<file path="src/rtl/serialtopar_rx_if.sv">
// Lane-side bundle between a serial lane and its receive deserializer.
// The slave modport is the deserializer; the master side drives the serial
// bit and consumes the recovered bytes.
interface serialtopar_rx_if;
    logic       serial_in;   // lane bit, MSB of each byte first
    logic [7:0] data_out;    // last received non-comma byte
    logic       valid_out;   // 1 = data byte, 0 = idle comma
    logic       byte_stb;    // one-cycle pulse per byte boundary while locked
    logic       active;      // lane locked

    modport master (
        output serial_in,
        input  data_out,
        input  valid_out,
        input  byte_stb,
        input  active
    );

    modport slave (
        input  serial_in,
        output data_out,
        output valid_out,
        output byte_stb,
        output active
    );
endinterface

</file>
<file path="src/rtl/serialtopar_rx.sv">
// Receive-side lane deserializer. Shifts in one bit per clock, hunts for
// the comma character bit-by-bit, confirms alignment over LOCK_COUNT
// consecutive byte-aligned commas, then delivers each received byte with a
// valid flag and a per-byte strobe. Once locked, alignment is frozen until
// reset.
module serialtopar_rx #(
    parameter logic [7:0]  COMMA      = 8'hBC,
    parameter int unsigned LOCK_COUNT = 4
) (
    input  logic             clk_8f,
    input  logic             reset,
    serialtopar_rx_if.slave  lane
);

    typedef enum logic [1:0] {
        ST_HUNT   = 2'd0,
        ST_ALIGN  = 2'd1,
        ST_ACTIVE = 2'd2
    } state_t;

    localparam logic [3:0] LOCK_CNT = 4'(LOCK_COUNT);

    state_t      state_q,     state_d;
    logic [7:0]  sr_q;
    logic [2:0]  bit_cnt_q,   bit_cnt_d;
    logic [3:0]  comma_cnt_q, comma_cnt_d;
    logic [7:0]  data_q,      data_d;
    logic        valid_q,     valid_d;
    logic        stb_q,       stb_d;

    // The window already includes the bit being sampled this cycle, so the
    // oldest shift-register bit never takes part in matching.
    logic [7:0]  win;
    logic [7:0]  bit_eq;
    logic        comma_hit;
    logic        boundary;
    logic        unused_sr_msb;

    assign win           = {sr_q[6:0], lane.serial_in};
    assign unused_sr_msb = sr_q[7];
    assign boundary      = (bit_cnt_q == 3'd7);

    // Per-bit equality against the comma; a full match needs all eight.
    generate
        for (genvar gi = 0; gi < 8; gi++) begin : g_cmp
            assign bit_eq[gi] = ~(win[gi] ^ COMMA[gi]);
        end
    endgenerate

    assign comma_hit = &bit_eq;

    // Serial shift register: free-running apart from reset.
    always_ff @(posedge clk_8f) begin
        if (reset) begin
            sr_q <= 8'h00;
        end else begin
            sr_q <= win;
        end
    end

    // State, counters and registered outputs.
    always_ff @(posedge clk_8f) begin
        if (reset) begin
            state_q     <= ST_HUNT;
            bit_cnt_q   <= 3'd0;
            comma_cnt_q <= 4'd0;
            data_q      <= 8'h00;
            valid_q     <= 1'b0;
            stb_q       <= 1'b0;
        end else begin
            state_q     <= state_d;
            bit_cnt_q   <= bit_cnt_d;
            comma_cnt_q <= comma_cnt_d;
            data_q      <= data_d;
            valid_q     <= valid_d;
            stb_q       <= stb_d;
        end
    end

    // Next-state and output decode. The bit counter free-runs; finding a
    // comma in HUNT re-phases it so that the next LSB lands on count 7.
    always_comb begin
        state_d     = state_q;
        bit_cnt_d   = bit_cnt_q + 3'd1;
        comma_cnt_d = comma_cnt_q;
        data_d      = data_q;
        valid_d     = valid_q;
        stb_d       = 1'b0;

        unique case (state_q)
            ST_HUNT: begin
                if (comma_hit) begin
                    state_d     = ST_ALIGN;
                    bit_cnt_d   = 3'd0;
                    comma_cnt_d = 4'd1;
                end
            end

            ST_ALIGN: begin
                if (boundary) begin
                    if (comma_hit) begin
                        comma_cnt_d = comma_cnt_q + 4'd1;
                        // The locking comma itself produces no strobe.
                        if ((comma_cnt_q + 4'd1) == LOCK_CNT) begin
                            state_d = ST_ACTIVE;
                        end
                    end else begin
                        // A false match in HUNT is dropped here.
                        state_d     = ST_HUNT;
                        comma_cnt_d = 4'd0;
                    end
                end
            end

            ST_ACTIVE: begin
                // Alignment is frozen: commas straddling bytes are never seen.
                if (boundary) begin
                    stb_d = 1'b1;
                    if (comma_hit) begin
                        valid_d = 1'b0;
                    end else begin
                        data_d  = win;
                        valid_d = 1'b1;
                    end
                end
            end

            default: begin
                state_d     = ST_HUNT;
                comma_cnt_d = 4'd0;
            end
        endcase
    end

    assign lane.data_out  = data_q;
    assign lane.valid_out = valid_q;
    assign lane.byte_stb  = stb_q;
    assign lane.active    = (state_q == ST_ACTIVE);

endmodule

</file>
<file path="src/flat_wrapper.sv">
// flat-port wrapper written by rule: the top's interface ports become plain ports
module serialtopar_rx_flat 
#(
    parameter logic [7:0]  COMMA      = 8'hBC,
    parameter int unsigned LOCK_COUNT = 4
)
  (clk_8f, reset, lane_serial_in, lane_data_out, lane_valid_out, lane_byte_stb, lane_active);
  serialtopar_rx_if lane_i ();
  input  logic clk_8f;
  input  logic reset;
  input wire logic [$bits(lane_i.serial_in)-1:0] lane_serial_in;
  output wire logic [$bits(lane_i.data_out)-1:0] lane_data_out;
  output wire logic [$bits(lane_i.valid_out)-1:0] lane_valid_out;
  output wire logic [$bits(lane_i.byte_stb)-1:0] lane_byte_stb;
  output wire logic [$bits(lane_i.active)-1:0] lane_active;
  assign lane_i.serial_in = lane_serial_in;
  assign lane_data_out = lane_i.data_out;
  assign lane_valid_out = lane_i.valid_out;
  assign lane_byte_stb = lane_i.byte_stb;
  assign lane_active = lane_i.active;
  serialtopar_rx #(.COMMA(COMMA), .LOCK_COUNT(LOCK_COUNT)) u_core (.clk_8f(clk_8f), .reset(reset), .lane(lane_i));
endmodule
</file>
<file path="config.mk">
export PLATFORM = sky130hd
export DESIGN_NAME = serialtopar_rx_flat
export DESIGN_NICKNAME = d
export VERILOG_FILES = /design/src/rtl/serialtopar_rx_if.sv /design/src/rtl/serialtopar_rx.sv /design/src/flat_wrapper.sv
export SDC_FILE = /design/constraint.sdc
export NUM_CORES = 1
export LEC_CHECK = 0
export BUFFER_PORTS_ARGS = -buffer_cell sky130_fd_sc_hd__buf_4
export CAP_MARGIN = 0
export CORE_MARGIN = 4
export CORE_UTILIZATION = 38
export DETAILED_ROUTE_END_ITERATION = 8
export HOLD_SLACK_MARGIN = 0.02
export PLACE_DENSITY = 0.62
export SYNTH_ARGS = -nofsm -noshare
export SYNTH_HDL_FRONTEND = slang
export SYNTH_SLANG_ARGS = --single-unit
</file>
<file path="constraint.sdc">
create_clock -name clk_8f -period 2.1 [get_ports clk_8f]
set_input_delay 0.315 -clock clk_8f [delete_from_list [all_inputs] [get_ports clk_8f]]
set_output_delay 0.315 -clock clk_8f [all_outputs]
set_load 0.1 [all_outputs]
</file>
==> qor.csv, run 1 <==
stage,metric,value,unit
clock_network,cts_max_level,1,
clock_network,clock_latency,310,ps
timing,hold_violations,0,
logic_synthesis,synth_area,1151,µm²
pwr,leakagePower,0.5080,nW
setup_path,crit_required,1780,ps
floorplanning,die_w,63.04,µm
floorplanning,row_count,19,
clock_network,cts_setup_buffers,0,
timing,slew_headroom,65.70,%
drt,wire_per_inst,13.97,µm
final_layout,syn_to_final_growth,12.61,%
pwr,peakVddDrop,421.2,µV
logic_synthesis,yosysUniqueCellTypes,43,
drt,first_pass_iters,4,
logic_synthesis,synth_top_area_cell,dfxtp_1,
setup_path,endpoint_kind,primary output,
logic_synthesis,synth_edf_count,0,
placement,dp_hpwl,1693,µm
drt,ant_nets,0,
logic_synthesis,synthTopCellsByArea,"dfxtp_1 (45%), nor2b_1 (7.1%), ha_1 (4.3%)",
floorplanning,dieArea,3974,µm²
timing,tns,0,ps
logic_synthesis,yosysMostFrequentCell,dfxtp_1,
setup_path,arrival,1480,ps
logic_synthesis,synth_area_per_cell,9.838,µm²
placement,numPortBuffers,13,
floorplanning,num_io_pins,14,
logic_synthesis,synth_seq_cells,26,
clock_network,cts_buffers,3,
clock_network,cts_root_buffer,clkbuf_4,
timing,fin_crit_sh,85.34,%
pwr,powerDensity,576.7,nW/µm²
logic_synthesis,seq_area_frac_synth,45.22,%
global_routing,antenna_found_initial,0,
floorplanning,initial_core_util,40.69,%
drt,wirelength,2235,µm
logic_synthesis,synthTopCellsByCount,"dfxtp_1 (26), nor2b_1 (13), nor2_1 (11)",
drt,dr.first_iter.drc_count,46,
timing,setup_viol_count_final,0,
clock_network,cts_max_path_buffers,2,
timing,fin_ws,307.8,ps
global_routing,grt_usage,12.22,%
logic_synthesis,synth.top_cell.area_share,45.22,%
timing,max_freq,558.0,MHz
logic_synthesis,synth-main-ff-cell,dfxtp_1,
clock_network,clkSinkCount,26,
setup_path,crit_fanout,12,
logic_synthesis,synthArstFlopShare,0,%
logic_synthesis,syn_nets,124,
logic_synthesis,syn_inst,117,
clock_network,postCtsHoldBufs,0,
flow_run,max_cap_violations,0,
final_layout,insertedDiodeCount,0,
setup_path,startpoint_type,flop,
final_layout,postLayoutCoreUtil,45.82,%
worst_hold_path,hold_path_class,in2reg,
timing,worst_pin_slew,508.9,ps
placement,place_ws,360.5,ps
placement,routabilityCongestion,0.8013,
setup_path,crit_type,reg2out,
final_layout,drive_gt1_share,21.71,%
timing,slew_viol_final,0,
drt,routed_via_density,5.469,
global_routing,grt_pass1_vias,851,
clock_network,cts.reportedPaths.clkPinSlew,120,ps
drt,vias,875,
drt,drc_errors,0,
clock_network,ctsResizeCount,0,
logic_synthesis,yosysWarningCount,0,
floorplanning,core_area,2829,µm²
final_layout,fin_nets,138,
timing,skew,3.801,ps
global_routing,overflow,0,
floorplanning,fp.dieH,63.04,µm
global_routing,grt_max_degree,21,
timing,period_minus_slack,1792,ps
global_routing,grt_pass1_wl,3960,µm
timing,grt_setup_unrepaired,no,
timing,fin_hold_ws,238.5,ps
run_status,status,completed,
clock_network,tritoncts,built,
==> where the power goes <==
| group | switching, W | total (W) | internal, W |
|---|---|---|---|
| registers | 0.00000672 | 0.000510 | 0.000503 |
| clock network | 0.000132 | 0.000199 | 0.0000671 |
| logic | 0.0000206 | 0.0000388 | 0.0000182 |
==> final timing paths <==
path	slack, ps	start	cells past startpoint	to
hold reg to reg	440	u_core.bit_cnt_q[0]	1	u_core.bit_cnt_q[0]
hold / removal	240	lane_serial_in	2	u_core.sr_q[0]
setup / recovery	310	u_core.state_q[1]	2	lane_active
setup reg to reg	370	u_core.bit_cnt_q[0]	6	u_core.lane.data_out[6]
==> per-stage QoR <==
step | cell area (µm²) | instances | total power, W
2_1_floorplan | 1154 | 117 | 0.0005482
3_3_place_gp | 1274 | 157 | 0.0005584
3_5_place_dp | 1274 | 157 | 0.0005596
4_1_cts | 1296 | 160 | 0.0007615
5_1_grt | 1296 | 160 | 0.0007886
6_report | 1296 | 160 | 0.0007475
==> logic make-up after synthesis <==
logic type | after synthesis | synth area share (%)
mux | 6 | 5.326
compound gates | 24 | 17.61
simple gates | 47 | 23.80
flops | 26 | 45.22
buf+inv | 10 | 3.696
fa+ha+maj | 4 | 4.348
==> cell usage in the layout, fill, tap and decap left out, types with 2 or more instances in the layout <==
cell type   n
buf_4      14
nor2b_1    12
and2_1      2
ha_1        4
a31oi_1     2
o31ai_1     3
mux2i_1     5
o221a_2     2
nand3_1     4
dfxtp_1    26
clkbuf_4    3
nor2_1     11
and3_1      2
inv_1       5
nand2_1     4
a21oi_1     4
==> area by class of cell <==
cell class,count,area (µm²)
clock buffers,3,22.52
fillers,255,1533
inverters,5,18.77
multi-input cells,81,590.6
flip-flops and latches,26,520.5
well taps,31,38.79
repair buffers,14,105.1
==> worst max-delay path: stages, from the launching register on <==
cell and delay, ps:
dfxtp_1 570, nor2b_2 280, buf_4 320
==> state kept, by name (all words and copies together), names as in the netlist <==
signal	cells
u_core.lane.data_out	8
u_core.lane.valid_out	1
u_core.state_q	2
u_core.comma_cnt_q	4
u_core.sr_q	7
u_core.lane.byte_stb	1
u_core.bit_cnt_q	3
==> per-layer routing <==
layer / GRT usage (%) / vias to the layer above / wire length [µm]
met4: 3.581 / 0 / 17
met1: 16.28 / 413 / 1050
met2: 20.03 / 12 / 1119
met3: 2.158 / 2 / 48
li1: - / 448 / -
met5: 0 / - / 0
No activity file was read; power rests on OpenSTA's default activity.
==> inputs of run 2 (changes only) <==
Settings changed: CORE_MARGIN 4 to 2.
==> qor.csv, run 2 (synthesis results as in run 1) <==
stage,metric,value,unit
timing,tns,0,ps
global_routing,antenna_found_initial,0,
placement,placed_cells_incl_taps,157,
timing,fin_hold_ws,238.1,ps
floorplanning,initial_core_util,40.69,%
final_layout,drive_gt1_share,22.31,%
clock_network,cts_max_path_buffers,2,
drt,ant_nets,0,
clock_network,tritoncts,built,
global_routing,gr-usage-met2,24.29,%
timing,slew_headroom,65.50,%
clock_network,postCtsHoldBufs,0,
setup_path,critPathTopFamily,flip-flops,
timing,worst_pin_slew,511.8,ps
floorplanning,dieArea,3486,µm²
global_routing,overflow,0,
placement,numPortBuffers,13,
timing,slew_viol_final,0,
timing,hold_violations,0,
placement,routabilityCongestion,0.8102,
timing,fin_ws,325.2,ps
drt,drc_errors,0,
pwr,leakagePower,0.5152,nW
pwr,powerDensity,609.0,nW/µm²
setup_path,crit_slowest_cell,dfxtp_1,
setup_path,crit_fanout,12,
global_routing,grt_pass1_vias,893,
final_layout,syn_to_final_growth,13.80,%
drt,wirelength,2238,µm
global_routing,grt_usage,14.57,%
timing,fin_crit_sh,84.51,%
floorplanning,die_w,59.04,µm
timing,grt_setup_unrepaired,no,
global_routing,grt_max_degree,21,
clock_network,cts_root_buffer,clkbuf_4,
setup_path,critPathBufInv,1,
clock_network,cts_setup_buffers,0,
final_layout,mostFrequentLayoutCell,dfxtp_1,
global_routing,grtUsageMet1,19.04,%
floorplanning,core_area,2829,µm²
drt,routed_via_density,5.478,
global_routing,grt_busiest_layer,met2,
final_layout,largest_reg_flops,8,
placement,dp_hpwl,1622,µm
placement,place_ws,356.3,ps
setup_path,critPathMaxStageDelay,560,ps
clock_network,cts.reportedPaths.clkPinSlew,130,ps
drt,first_pass_iters,4,
clock_network,clock_latency,320,ps
pwr,peakVddDrop,428.4,µV
final_layout,insertedDiodeCount,0,
clock_network,ctsResizeCount,0,
timing,setup_viol_count_final,0,
final_layout,fin_nets,138,
clock_network,cts_buffers,3,
final_layout,fin_cells,161,
setup_path,crit_required,1780,ps
run_status,status,completed,
floorplanning,fp.dieH,59.04,µm
worst_hold_path,hold_path_class,in2reg,
final_layout,mostFrequentLayoutCells,"dfxtp_1 (26), buf_4 (14), nor2b_1 (12), nor2_1 (11)",
global_routing,met3_usage,1.528,%
drt,dr.first_iter.drc_count,19,
timing,period_minus_slack,1775,ps
floorplanning,row_count,19,
drt,wire_per_inst,13.90,µm
timing,max_freq,563.5,MHz
drt,vias,882,
setup_path,startpoint_type,flop,
clock_network,clkSinkCount,26,
timing,skew,8.794,ps
setup_path,arrival,1460,ps
floorplanning,num_io_pins,14,
setup_path,crit_chain,nor2b_2 -> buf_4,
global_routing,grt_pass1_wl,3967,µm
setup_path,endpoint_kind,primary output,
flow_run,max_cap_violations,0,
setup_path,crit_type,reg2out,
clock_network,cts_max_level,1,
run 2: worst paths after layout:
check | from | cells after the start | endpoint | slack (ps)
worst max register to register | u_core.bit_cnt_q[0] | 6 | u_core.lane.data_out[5] | 340
worst min register to register | u_core.bit_cnt_q[0] | 1 | u_core.bit_cnt_q[0] | 440
worst min-delay path | lane_serial_in | 2 | u_core.sr_q[0] | 240
worst max-delay path | u_core.state_q[1] | 2 | lane_active | 330
run 2: power breakdown:
part | internal, W | total [W] | switching [W]
registers | 0.000503 | 0.000510 | 0.00000669
clock network | 0.000106 | 0.000250 | 0.000144
logic | 0.0000182 | 0.0000384 | 0.0000202
total | 0.000627 | 0.000798 | 0.000171
run 2: cell type report:
| class | count | area, µm² |
|---|---|---|
| multi-input combinational | 81 | 590.6 |
| sequential | 26 | 520.5 |
| inverter | 5 | 18.77 |
| fill | 262 | 1519 |
| tap | 31 | 38.79 |
| timing repair buffer | 14 | 105.1 |
| clock buffer | 4 | 36.28 |
run 2: routing by layer:
| layer | vias to the layer above | wire [µm] |
|---|---|---|
| li1 | 450 | - |
| met1 | 413 | 1047 |
| met2 | 17 | 1100 |
| met3 | 2 | 74 |
| met4 | 0 | 16 |
| met5 | - | 0 |
run 2: stage by stage:
step / utilization [%] / instance area [µm²] / total power (W)
3_5_place_dp: 45.02 / 1274 / 0.0005594
2_1_floorplan: - / 1154 / 0.0005482
3_3_place_gp: 45.02 / 1274 / 0.0005584
6_report: 46.31 / 1310 / 0.0007978
4_1_cts: 46.31 / 1310 / 0.0008090
5_1_grt: 46.31 / 1310 / 0.0008370
